### config.mk
export PLATFORM = sky130hd
export DESIGN_NAME = pcie_ctrl_fsm
export DESIGN_NICKNAME = d
export VERILOG_FILES = /design/src/rtl/pcie_ctrl_fsm.sv
export SDC_FILE = /design/constraint.sdc
export NUM_CORES = 1
export LEC_CHECK = 0
export CAP_MARGIN = 20
export CORE_MARGIN = 2
export CORE_UTILIZATION = 35
export CTS_BUF_LIST = sky130_fd_sc_hd__clkbuf_16
export DETAILED_ROUTE_END_ITERATION = 8
export GPL_ROUTABILITY_DRIVEN = 0
export GPL_TIMING_DRIVEN = 0
export PLACE_DENSITY_LB_ADDON = 0.2
export SLEW_MARGIN = 20
export SYNTH_ARGS = -nofsm -noshare
export SYNTH_HDL_FRONTEND = slang
export SYNTH_SLANG_ARGS = --single-unit
### constraint.sdc
create_clock -name clk -period 3.33 [get_ports clk]
set_input_delay 0.666 -clock clk [delete_from_list [all_inputs] [get_ports clk]]
set_output_delay 0.666 -clock clk [all_outputs]
set_load 0.1 [all_outputs]
### src/rtl/pcie_ctrl_fsm.sv
// ---------------------------------------------------------------------------
// pcie_ctrl_fsm
//   Master control FSM for the PCIE_trans datapath (main FIFO, VC0/VC1 and
//   D0/D1 FIFOs). It latches the FIFO thresholds while in INIT and hands
//   them to the FIFOs. It watches the FIFO empty/error flags and reports
//   the block status as idle/active/error.
//
// Ports
//   clk            in   single clock, posedge
//   reset_L        in   asynchronous active-low reset
//   init           in   request (re)initialisation / threshold load
//   umbral_*_in    in   thresholds from the probador side
//   fifo_empty     in   {D1,D0,VC1,VC0,MF} empty flags, bit0 = MF
//   fifo_error     in   overflow/underflow flags, same bit order
//   umbral_*       out  latched thresholds to the FIFOs
//   active_out     out  1 while in ACTIVE
//   idle_out       out  1 while in IDLE
//   error_out      out  1 while in ERROR
//   err_id         out  index of the FIFO that caused ERROR
//   state          out  current state code (debug)
//
// Handshake: there is no valid/ready pair here. The inputs are level
// signals that are sampled on every posedge. All outputs come from
// registers, so each output follows its triggering input by one clock.
// ---------------------------------------------------------------------------
module pcie_ctrl_fsm #(
    parameter int UMB_MF_W = 2,
    parameter int UMB_VC_W = 4,
    parameter int UMB_D_W  = 2,
    parameter int DEF_MF   = 1,
    parameter int DEF_VC   = 4,
    parameter int DEF_D    = 1
) (
    input  logic                clk,
    input  logic                reset_L,
    input  logic                init,
    input  logic [UMB_MF_W-1:0] umbral_MF_in,
    input  logic [UMB_VC_W-1:0] umbral_VC0_in,
    input  logic [UMB_VC_W-1:0] umbral_VC1_in,
    input  logic [UMB_D_W-1:0]  umbral_D0_in,
    input  logic [UMB_D_W-1:0]  umbral_D1_in,
    input  logic [4:0]          fifo_empty,
    input  logic [4:0]          fifo_error,
    output logic [UMB_MF_W-1:0] umbral_MF,
    output logic [UMB_VC_W-1:0] umbral_VC0,
    output logic [UMB_VC_W-1:0] umbral_VC1,
    output logic [UMB_D_W-1:0]  umbral_D0,
    output logic [UMB_D_W-1:0]  umbral_D1,
    output logic                active_out,
    output logic                idle_out,
    output logic                error_out,
    output logic [2:0]          err_id,
    output logic [2:0]          state
);

    typedef enum logic [2:0] {
        S_RESET  = 3'd0,
        S_INIT   = 3'd1,
        S_IDLE   = 3'd2,
        S_ACTIVE = 3'd3,
        S_ERROR  = 3'd4
    } state_t;

    state_t              state_q, state_d;
    logic                active_q, idle_q, error_q;
    logic [2:0]          err_id_q;
    logic [UMB_MF_W-1:0] umb_mf_q;
    logic [UMB_VC_W-1:0] umb_vc0_q, umb_vc1_q;
    logic [UMB_D_W-1:0]  umb_d0_q, umb_d1_q;

    // Returns the index of the lowest set bit. When several FIFOs report an
    // error at once, the lowest index wins.
    function automatic logic [2:0] lowest_set(input logic [4:0] v);
        logic [2:0] idx;
        idx = 3'd0;
        for (int i = 4; i >= 0; i--) begin
            if (v[i]) idx = 3'(i);
        end
        return idx;
    endfunction

    // Next-state logic. In every state the error check comes first, so an
    // error seen together with init goes to ERROR and not to INIT.
    always_comb begin
        state_d = state_q;
        unique case (state_q)
            S_RESET:  state_d = S_INIT;  // fifo_error is not looked at here
            S_INIT: begin
                if (|fifo_error)      state_d = S_ERROR;
                else if (init)        state_d = S_INIT;
                else                  state_d = S_IDLE;
            end
            S_IDLE: begin
                if (|fifo_error)      state_d = S_ERROR;
                else if (init)        state_d = S_INIT;
                else if (~&fifo_empty) state_d = S_ACTIVE;
            end
            S_ACTIVE: begin
                if (|fifo_error)      state_d = S_ERROR;
                else if (init)        state_d = S_INIT;
                else if (&fifo_empty) state_d = S_IDLE;
            end
            S_ERROR:  state_d = S_ERROR; // only reset_L leaves ERROR
            default:  state_d = S_RESET;
        endcase
    end

    // State, status flags, thresholds and err_id live in one register bank.
    // The flags are decoded from state_d, so they always match state_q.
    always_ff @(posedge clk or negedge reset_L) begin
        if (!reset_L) begin
            state_q   <= S_RESET;
            active_q  <= 1'b0;
            idle_q    <= 1'b0;
            error_q   <= 1'b0;
            err_id_q  <= 3'd0;
            umb_mf_q  <= UMB_MF_W'(DEF_MF);
            umb_vc0_q <= UMB_VC_W'(DEF_VC);
            umb_vc1_q <= UMB_VC_W'(DEF_VC);
            umb_d0_q  <= UMB_D_W'(DEF_D);
            umb_d1_q  <= UMB_D_W'(DEF_D);
        end else begin
            state_q  <= state_d;
            active_q <= (state_d == S_ACTIVE);
            idle_q   <= (state_d == S_IDLE);
            error_q  <= (state_d == S_ERROR);

            // Thresholds load on every edge spent in INIT, whether or not
            // init is high. This guarantees at least one load after reset.
            if (state_q == S_INIT) begin
                umb_mf_q  <= umbral_MF_in;
                umb_vc0_q <= umbral_VC0_in;
                umb_vc1_q <= umbral_VC1_in;
                umb_d0_q  <= umbral_D0_in;
                umb_d1_q  <= umbral_D1_in;
            end

            // err_id is captured only on the edge that enters ERROR.
            if (state_d == S_ERROR && state_q != S_ERROR) begin
                err_id_q <= lowest_set(fifo_error);
            end
        end
    end

    assign state      = state_q;
    assign active_out = active_q;
    assign idle_out   = idle_q;
    assign error_out  = error_q;
    assign err_id     = err_id_q;
    assign umbral_MF  = umb_mf_q;
    assign umbral_VC0 = umb_vc0_q;
    assign umbral_VC1 = umb_vc1_q;
    assign umbral_D0  = umb_d0_q;
    assign umbral_D1  = umb_d1_q;

endmodule
Word-level counts from Yosys, hierarchy flattened
Index checks and enable logic that the tools add are counted.
- register bits after elaboration: 23
- input port bits: 27
- output and inout port bits: 23
- word-level logic and storage cells: 36
- equal/unequal tests: 8
- muxes and demuxes: 14
- reduce and logical (&&, ||, !) cells: 4
- operator list (operator ; count):
    2-to-1 mux 3 bit ; 12
    one-hot mux 3 bit (5 select lines) ; 1
    equality test 3 x 2 -> 1 bit, second input constant ; 4
    equality test 3 bit, second input constant ; 2
    AND reduction 5 bit ; 1
    OR reduction 5 bit ; 1
    equality test 3 x 1 -> 1 bit, second input constant ; 1
    logical NOT 3 bit ; 1
    inequality test 3 bit, second input constant ; 1
    2-to-1 mux 2 bit ; 1
    logical AND 1 bit ; 1

Logic depth before layout (Yosys ltp)
- word-level depth: 7
- mapped depth: 4
- depth with buffers taken out: 3

Worst setup path after synthesis
OpenSTA, ideal clock, no wires.
- path type: register to register
- start: register state_q[0] (netlist: state[0])
- end: register umb_mf_q[1] (netlist: umbral_MF[1])
- setup time: 0.125 ns
- arrival: 1.996 ns
- required time: 3.205 ns
- slack: 1.208 ns
- cell stages (with the launch flop): 5
- buffers on the path: 1
- period minus slack after synthesis: 2.122 ns
- path through: dfrtp_1 > nand2b_1 > nor2_1 > buf_2 > mux2_2
- word-level cells in the longest chain between the ends: 1
- ends and longest elaborated chain (what ; RTL line ; text):
    start, declared ; 64 ; state_t state_q, state_d;
    start signal, assigned ; 123 ; state_q <= state_d;
    equality test 3 x 1 -> 1 bit ; 130 ; if (state_q == S_INIT) begin
    end signal, assigned ; 117 ; umb_mf_q <= UMB_MF_W'(DEF_MF);
    end signal, assigned ; 131 ; umb_mf_q <= umbral_MF_in;
    end, declared ; 67 ; logic [UMB_MF_W-1:0] umb_mf_q;
Every way passes these cells.
A chain may end at the register's enable or synchronous reset.

Final worst setup path
- start: register state_q[1] (netlist: state[1])
- end: output state[1]
- RTL lines (what ; RTL line ; text):
    end, declared ; 53 ; output logic [2:0] state
No word-level cell between the ends.

==> metrics.txt <==
outcome=complete, no violations; fillcell total=217; Synth Cell Area=938 sq um; wire per inst=13.3 microns; Max Slew Vio Count=0; total grt overflow=0; sequential-to-total area share from yosys stat=62.0%; largest net degree at the start of global routing=24; post-layout min period=2600 ps; drt first pass iters=4; Root Buffer=clkbuf_16; worst slew pin tran=979 ps; reg2reg start=state[1]; Port Buffer Count=49; Critical Path RT=2660 ps; Synth Area in Adders=0%; Post-DRT Antenna Nets=0; CP startpoint kind=flop; Max-Cap Viols=0; Layout Nets=149; CTS tree=yes; worst setup path start=state[1]; Detail Placement HPWL=1.60 mm; initial antenna violation count=0; Via Count=746; Ys Warns=0; Final setup viols=0; clk sinks=23; layout cells sized above 1=22.3%; FF-to-FF End=umbral_VC0[0]; Tcrit/Tclk final=78.2%; Crit path max-delay family=buffers and inverters; crit-path max FO=9; Post-synth EDFFs=0; ANT cells=0; RSZ-0062 raised after global routing=false; Min-Delay Path Class=input pin to asynchronous set/reset pin; global-route wire length before repair=3.34 mm; DRT Wirelength=2.00 mm; Synth Area in Compound Gates=9.07%; simple-gate area share of the yosys netlist=11.2%; Main synth FF type=dfrtp_1; mux cell area share after synthesis=16.8%; R2R Setup Slk=1510 ps; P&R area growth vs syn=64.1%; CTS buffer count=3; Peak Freq=384 MHz; synthesis-stage register bit count=23; Clk Latency, worst-skew pair=250 ps; num ports=50; total core area=0.00250 sq mm; largest stage delay on the critical path=1190 ps; Remaining DRCs=0; post-cts sizing count=0; final hold vios=0; Overall Global Routing Usage=13.9%; CP endpoint kind=primary output; CP max stage cell=clkdlybuf4s50_1; CP Class=flop to primary output; detailed router's first-iteration violation count=7; Async S/R FF share, synth=100%; chip width=55.8 microns; Slew HR=34.5%; Synth Area in XOR/XNOR=0%; H-tree depth=1; Avg Cell Area, Syn=13.8 sq um; Syn Nets=95; worst r2r path cells=4; Post-CTS Setup Bufs=0; Row Count=18; skew final=2.21 ps; synth unique cells=25; Bufs and invs on worst path=1; Post-Syn Instances=68; most common cell after layout, fill and taps aside=clkdlybuf4s50_1; CTS clk-pin slew, worst paths=60 ps; crit-path cells=clkdlybuf4s50_1; crit path DAT=1940 ps; largest family of logic cells by synthesized area=multiplexers; vias per std cell=4.94; most frequent cells in the layout=clkdlybuf4s50_1 (48), dfrtp_1 (18), mux2_2 (14), nor2_1 (5), dfstp_2 (5); Initial Utilization=37.5%; Hold Buf Count CTS=0; TNS Setup=0 ps; die area=0.00311 sq mm; Die Ht=55.8 microns; vias in the first global route=757; clock tree buffer depth=2
## registers in the layout (all words and copies together), names as in the netlist
| signal | flops |
|---|---|
| active_out | 1 |
| err_id | 3 |
| error_out | 1 |
| idle_out | 1 |
| state | 3 |
| umbral_D0 | 2 |
| umbral_D1 | 2 |
| umbral_MF | 2 |
| umbral_VC0 | 4 |
| umbral_VC1 | 4 |
## cell type report
| cell class | instances | area, sq um | area share [%] |
|---|---|---|---|
| Tap cell | 30 | 37.5 | 2.44 |
| Inverter | 1 | 3.75 | 0.244 |
| Multi-Input combinational cell | 43 | 348 | 22.6 |
| Clock buffer | 3 | 75.1 | 4.87 |
| Clock inverter | 1 | 3.75 | 0.244 |
| Buffer | 1 | 5.00 | 0.325 |
| Timing Repair Buffer | 49 | 485 | 31.5 |
| Sequential cell | 23 | 582 | 37.8 |
## worst max path at each step
stage	endpoint	slack, ps	depth (start not counted)
final	state[1]	730	1
after global routing	state[1]	670	1
after CTS	state[1]	730	1
after detailed placement	state[0]	950	4
after global placement	state[0]	960	4
after floorplan	umbral_MF[1]	1210	4
## cell usage after synthesis, drive strengths merged, types with 2 or more instances
cell	number	area [sq um]
nand2	3	11.3
or4	2	18.8
mux2	14	158
dfstp	5	131
nor2	5	18.8
a21oi	2	10.0
dfrtp	18	450
nor4	2	12.5
o21ai	2	10.0
## per-layer routing
| layer | track usage (%) | up-vias | share of wire (%) |
|---|---|---|---|
| li1 | - | 356 | - |
| met4 | 6.27 | 0 | 0.50 |
| met3 | 3.72 | 2 | 7.1 |
| met5 | 0 | - | 0 |
| met2 | 25.2 | 26 | 50 |
| met1 | 14.9 | 362 | 42 |
## stage by stage
step	hold slack, ps	std cells	worst slack, ps	utilization (%)	area [sq um]
after global routing	417	151	666	61.6	1540
after global placement	483	147	956	58.7	1470
final	374	151	727	61.6	1540
after detailed placement	474	147	951	58.7	1470
after floorplan	370	68	1210	-	938
after CTS	500	151	728	61.8	1550
## cell families after synthesis
kind of cell    Yosys count
compound gates           11
flops                    23
buf+inv                   2
mux                      14
simple gates             18
Power is not shown: default switching activity piles up to over one toggle a cycle in this logic, so the estimate is an artifact.
